**src/rtl/timer_pkg.sv**
```systemverilog
// Shared definitions for the timer peripheral: data width, register offsets
// and the match-sequencer state encoding.
package timer_pkg;

  localparam int TIMER_DATA_W = 32;

  localparam logic [7:0] CTRL_OFF  = 8'h0;
  localparam logic [7:0] PRESC_OFF = 8'h4;
  localparam logic [7:0] COUNT_OFF = 8'h8;

  typedef enum logic [1:0] {
    IDLE  = 2'd0,
    CLEAR = 2'd1,
    RUN   = 2'd2,
    HIT   = 2'd3
  } timer_seq_state_e;

endpackage

```
**src/rtl/timer_seq_ctrl.sv**
```systemverilog
// Match sequencer for the timer core: clear, count to match, raise sticky irq,
// optionally reload. Optional match_count output under TIMER_SEQ_MATCH_COUNT_EN.
module timer_seq_ctrl
  import timer_pkg::*;
#(
  parameter int unsigned CLEAR_CYCLES = 2
) (
  input  logic                    axi_clk,
  input  logic                    rst_n,
  input  logic                    start,
  input  logic                    stop,
  input  logic                    periodic,
  input  logic [TIMER_DATA_W-1:0] match_value,
  input  logic [TIMER_DATA_W-1:0] prescaler_in,
  input  logic [TIMER_DATA_W-1:0] counter,
  input  logic                    irq_ack,
  output logic                    enable,
  output logic                    reset_counter,
  output logic [TIMER_DATA_W-1:0] prescaler,
  output logic                    busy,
  output logic                    irq,
  output logic                    overrun,
`ifdef TIMER_SEQ_MATCH_COUNT_EN
  output logic [15:0]             match_count,
`endif
  output logic                    start_err
);

  localparam logic [3:0] CLR_LOAD = 4'(CLEAR_CYCLES - 1);

  timer_seq_state_e        state_q, state_d;
  logic [3:0]              clr_cnt_q, clr_cnt_d;
  logic [TIMER_DATA_W-1:0] match_q, match_d;
  logic [TIMER_DATA_W-1:0] prescaler_q, prescaler_d;
  logic                    periodic_q, periodic_d;
  logic                    irq_q, irq_d;
  logic                    overrun_q, overrun_d;
  logic                    start_err_q, start_err_d;
  logic                    enable_q, reset_counter_q, busy_q;
  logic                    start_acc;
  logic                    hit;

  always_comb begin
    state_d     = state_q;
    clr_cnt_d   = clr_cnt_q;
    match_d     = match_q;
    prescaler_d = prescaler_q;
    periodic_d  = periodic_q;
    start_err_d = 1'b0;
    start_acc   = 1'b0;
    case (state_q)
      IDLE: begin
        if (start) begin
          if (match_value != '0) begin
            start_acc   = 1'b1;
            match_d     = match_value;
            prescaler_d = prescaler_in;
            periodic_d  = periodic;
            clr_cnt_d   = CLR_LOAD;
            state_d     = CLEAR;
          end else begin
            start_err_d = 1'b1;
          end
        end
      end
      CLEAR: begin
        if (stop)                 state_d = IDLE;
        else if (clr_cnt_q == '0) state_d = RUN;
        else                      clr_cnt_d = clr_cnt_q - 4'd1;
      end
      RUN: begin
        // stop outranks a match seen on the same edge
        if (stop)                    state_d = IDLE;
        else if (counter >= match_q) state_d = HIT;
      end
      HIT: begin
        if (stop || !periodic_q) begin
          state_d = IDLE;
        end else begin
          clr_cnt_d = CLR_LOAD;
          state_d   = CLEAR;
        end
      end
      default: state_d = IDLE;
    endcase
  end

  // HIT is only ever entered from RUN and lasts one cycle, so this marks the match edge.
  assign hit       = (state_d == HIT) && (state_q != HIT);
  assign irq_d     = hit | (irq_q & ~irq_ack);
  assign overrun_d = (hit & irq_q) | (overrun_q & ~irq_ack);

  always_ff @(posedge axi_clk or negedge rst_n) begin
    if (!rst_n) begin
      state_q         <= IDLE;
      clr_cnt_q       <= '0;
      match_q         <= '0;
      prescaler_q     <= '0;
      periodic_q      <= 1'b0;
      irq_q           <= 1'b0;
      overrun_q       <= 1'b0;
      start_err_q     <= 1'b0;
      enable_q        <= 1'b0;
      reset_counter_q <= 1'b0;
      busy_q          <= 1'b0;
    end else begin
      state_q         <= state_d;
      clr_cnt_q       <= clr_cnt_d;
      match_q         <= match_d;
      prescaler_q     <= prescaler_d;
      periodic_q      <= periodic_d;
      irq_q           <= irq_d;
      overrun_q       <= overrun_d;
      start_err_q     <= start_err_d;
      enable_q        <= (state_d == RUN);
      reset_counter_q <= (state_d == CLEAR);
      busy_q          <= (state_d != IDLE);
    end
  end

`ifdef TIMER_SEQ_MATCH_COUNT_EN
  logic [15:0] match_count_q;

  always_ff @(posedge axi_clk or negedge rst_n) begin
    if (!rst_n)                              match_count_q <= '0;
    else if (start_acc)                      match_count_q <= '0;
    else if (hit && match_count_q != 16'hFFFF) match_count_q <= match_count_q + 16'd1;
  end

  assign match_count = match_count_q;
`endif

  assign enable        = enable_q;
  assign reset_counter = reset_counter_q;
  assign prescaler     = prescaler_q;
  assign busy          = busy_q;
  assign irq           = irq_q;
  assign overrun       = overrun_q;
  assign start_err     = start_err_q;

endmodule

```
**config.mk**
```make
export PLATFORM = sky130hd
export DESIGN_NAME = timer_seq_ctrl
export DESIGN_NICKNAME = d
export VERILOG_FILES = /design/src/rtl/timer_pkg.sv /design/src/rtl/timer_seq_ctrl.sv
export SDC_FILE = /design/constraint.sdc
export NUM_CORES = 1
export LEC_CHECK = 0
export ABC_AREA = 1
export CORE_MARGIN = 2
export CORE_UTILIZATION = 47
export CTS_BUF_LIST = sky130_fd_sc_hd__clkbuf_4
export DETAILED_ROUTE_END_ITERATION = 7
export PLACE_DENSITY = 0.83
export SKIP_LAST_GASP = 1
export SLEW_MARGIN = 5
export SYNTH_ARGS = -nofsm -noshare
export SYNTH_HDL_FRONTEND = slang
export SYNTH_SLANG_ARGS = --single-unit
```
**constraint.sdc**
```tcl
create_clock -name axi_clk -period 1.6 [get_ports axi_clk]
set_input_delay 0.24 -clock axi_clk [delete_from_list [all_inputs] [get_ports axi_clk]]
set_output_delay 0.24 -clock axi_clk [all_outputs]
set_load 0.01 [all_outputs]
```
==> results.toml, run 1 <==
[logic_synthesis]
async_reset_ff_share_pct = 100
yosys_register_bits = 77
synth_cells = 476
synth_edf_count = 0
syn_area_mm2 = 0.00397
synth_cell_types = 30
ys_seq_area_share_pct = 48.6
yosys-top-cells-count = "121 x nand2_1, 77 x dfrtp_1, 59 x inv_1"
yosys-top-cells-area = "dfrtp_1 49%, nand2_1 11%, ha_1 10%"
syn_avg_cell_area_um2 = 8.33
synth_warnings = 0
synth_flop_cell = "dfrtp_1"
syn_nets = 611
synth_top_area_share_pct = 48.6
yosysMostFrequentCell = "nand2_1"
synth_top_cell_by_area = "dfrtp_1"

[sta]
rsz0062_at_grt = "true"
min_period_over_period_pct = 106
setup_slack_ns = -0.102
fmax_mhz = 587
finalMaxSlewViolations = 0
fin_crit_ns = 1.70
slew_headroom_pct = 69.2
finalSetupViolCount = 5
worst_pin_slew_ns = 0.461
finalHoldViolCount = 0
finClkSkew_ns = 0.0142

[critical_path]
cp_slowest_cell = "dfrtp_1"
cp_cell_sequence = "inv_1 -> ha_1 -> a21oi_1 -> o21ai_1 -> a21oi_2 -> nand2_2 -> nand2_2 -> nand3_2 -> nand2_4 -> nand3_2 -> nor2_2"
crit_arrival_ns = 2.08
slowest_delay_ns = 0.39
reg2reg_from = "match_q[15]"
crit_path_end_kind = "register"
crit_fanout = 4
r2r_setup_slack_ns = -0.10
timing.rr.end = "enable"
worstRegToRegCells = 11
criticalPathCategory = "reg2reg"
required_ns = 1.98
setup.worst_path.start_class = "register"

[pwr]
switchingPower_w = 0.00395
p_per_area_mw_per_mm2 = 1520
p_seq_share_pct = 32.1
p_int_w = 0.00620
pwr-share-comb_pct = 56.4
vdd_drop_max_uv = 987
leakagePower_nw = 3.63
pwr-share-clk_pct = 11.5
switching_share_pct = 38.9
p_total_w = 0.0101

[min_path]
min_path_cells = 3
holdCritStartpoint = "match_value[18]"
min_to = "match_q[18]"
min_path_type = "in2reg"

[route]
drt_iter0_markers = 176
dr.pass1.iters = 4
wl_met3_um = 882
viasPerCell = 5.19
wl_per_cell_um = 16.0
routed-wl-met2_mm = 6.58
totalWireLength_mm = 12.8
num_vias = 4149
drc = 0
wirelength_met1_mm = 4.98
top_layer = "met4"
antenna_left = 0

[placed_design]
port_buffers = 139
hpwlAfterDp_mm = 8.17
dp_cells = 756
gp_congestion = 0.757
pre_cts_ws_ns = -0.577

[floorplanning]
fp-row-count = 33
die_w_um = 95.9
start_util_pct = 48.3
fp.dieH_um = 95.9
die_area_mm2 = 0.00919
boundaryPins = 140
core_mm2 = 0.00822

[run_status]
violations = "negative setup slack"
status = "complete, but fails checks"

[global_route]
grt_max_degree = 34
grt_util_all_layers_pct = 26.4
grt_pass1_wl_mm = 18.5
grt_overflow = 0
grt_pass1_vias = 4191
antenna_found_initial = 1

[finish]
seqCellArea_mm2 = 0.00193
area_growth_pct = 67.8
multi_input_area_mm2 = 0.00200
fin_nets = 824
stdcell_count = 799
fillers = 497
post-route-util_pct = 81.0
drive_above_1_share_pct = 22.2

[clocking]
cts_tree = "yes"
htreeDepth = 3
clkSlewWorstSetupHoldPaths_ns = 0.13
clockBufferDepth = 2
root_buffer = "clkbuf_4"
clk_latency_ns = 0.43
cts.sinks = 77
numCtsBuffers = 9

[run]
cap_violations = 0
registers in the layout, summed over array words and instances, names as in the netlist, 2 cells and up:
signal	flops
prescaler	32
clr_cnt_q	4
state_q	2
match_q	32
placed cells by master (no fill, tap or decap), drive strengths merged, types with 6 or more instances in the layout:
| cell | instances |
|---|---|
| a21oi | 41 |
| buf | 75 |
| clkbuf | 13 |
| clkdlybuf4s50 | 73 |
| dfrtp | 77 |
| dlygate4sd2 | 39 |
| dlymetal6s2s | 26 |
| ha | 33 |
| inv | 61 |
| nand2 | 122 |
| nand3 | 39 |
| nand4 | 9 |
| nor2 | 47 |
| nor4 | 6 |
| o21ai | 14 |
logic make-up (layout without fill, tap and decap cells):
family / count (synthesis) / in the layout / share of synthesized area (%)
fa+ha+maj: 33 / 33 / 10.4
compound gates: 60 / 60 / 7.98
simple gates: 228 / 228 / 24.8
buf+inv: 77 / 294 / 8.04
other cells: 0 / 1 / 0
flops: 77 / 77 / 48.6
xor+xnor: 1 / 1 / 0.221
stage by stage:
stage	setup TNS, ns	instance area, um2	hold WS [ns]
after floorplan	0	3970	-0.0556
after global placement	-35.38	5860	0.209
after detailed placement	-37.43	5860	0.221
after CTS	-0.0870	6320	0.212
after global routing	-1.12	6660	0.106
final	-0.325	6660	0.123
what timing repair did:
item | CTS | global route
gates cloned | 4 | 3
pin swaps | 21 | 24
gates resized for setup | 72 | 56
setup buffers | 10 | 11
hold endpoints to repair | 30 | 0
setup endpoints to repair | 99 | 83
hold buffers | 1 | 0
power by group through the flow:
stage / Combinational (W) / Clock (W) / Sequential (W)
after floorplan: 0.00227 / 0 / 0.00339
after global placement: 0.00456 / 0 / 0.00323
after detailed placement: 0.00478 / 0 / 0.00327
after CTS: 0.00523 / 0.00117 / 0.00324
after global routing: 0.00629 / 0.00127 / 0.00334
final: 0.00572 / 0.00116 / 0.00326
worst max path at each step:
stage	startpoint	endpoint	cells past startpoint
2_1_floorplan	match_q[23]	enable	11
3_3_place_gp	match_value[9]	match_q[10]	10
3_5_place_dp	match_value[13]	match_q[5]	10
4_1_cts	match_q[15]	enable	13
5_1_grt	state_q[0]	enable	10
6_report	match_q[15]	enable	11
layer usage:
| layer | up-vias | track usage, % |
|---|---|---|
| li1 | 1969 | - |
| met1 | 1993 | 30.8 |
| met2 | 159 | 45.3 |
| met3 | 28 | 7.75 |
| met4 | 0 | 11.5 |
| met5 | - | 0 |
worst max-delay path, delay by kind of cell, from the launching register on:
family	cells	cell delay (ns)
flip-flops	1	0.39
AO/OA/AOI/OAI	3	0.39
AND/OR/NAND/NOR	6	0.54
adder cells (fa/ha/maj)	1	0.25
buffers and inverters	1	0.08
area by class of cell:
type | count | share of cell area [%]
Antenna cell | 1 | 0.0376
Inverter | 61 | 3.48
Tap cell | 105 | 1.97
Timing Repair Buffer | 218 | 33.6
Sequential cell | 77 | 28.9
Clock buffer | 10 | 1.13
Clock inverter | 5 | 0.789
Multi-Input combinational cell | 322 | 30.0
(Power assumes the default switching activity.)
==> run 2, diff against run 1 <==
- CAP_MARGIN: not set -> 30
==> results of run 2 <==
No change in the layout: final DEF, timing and power equal those of run 1.
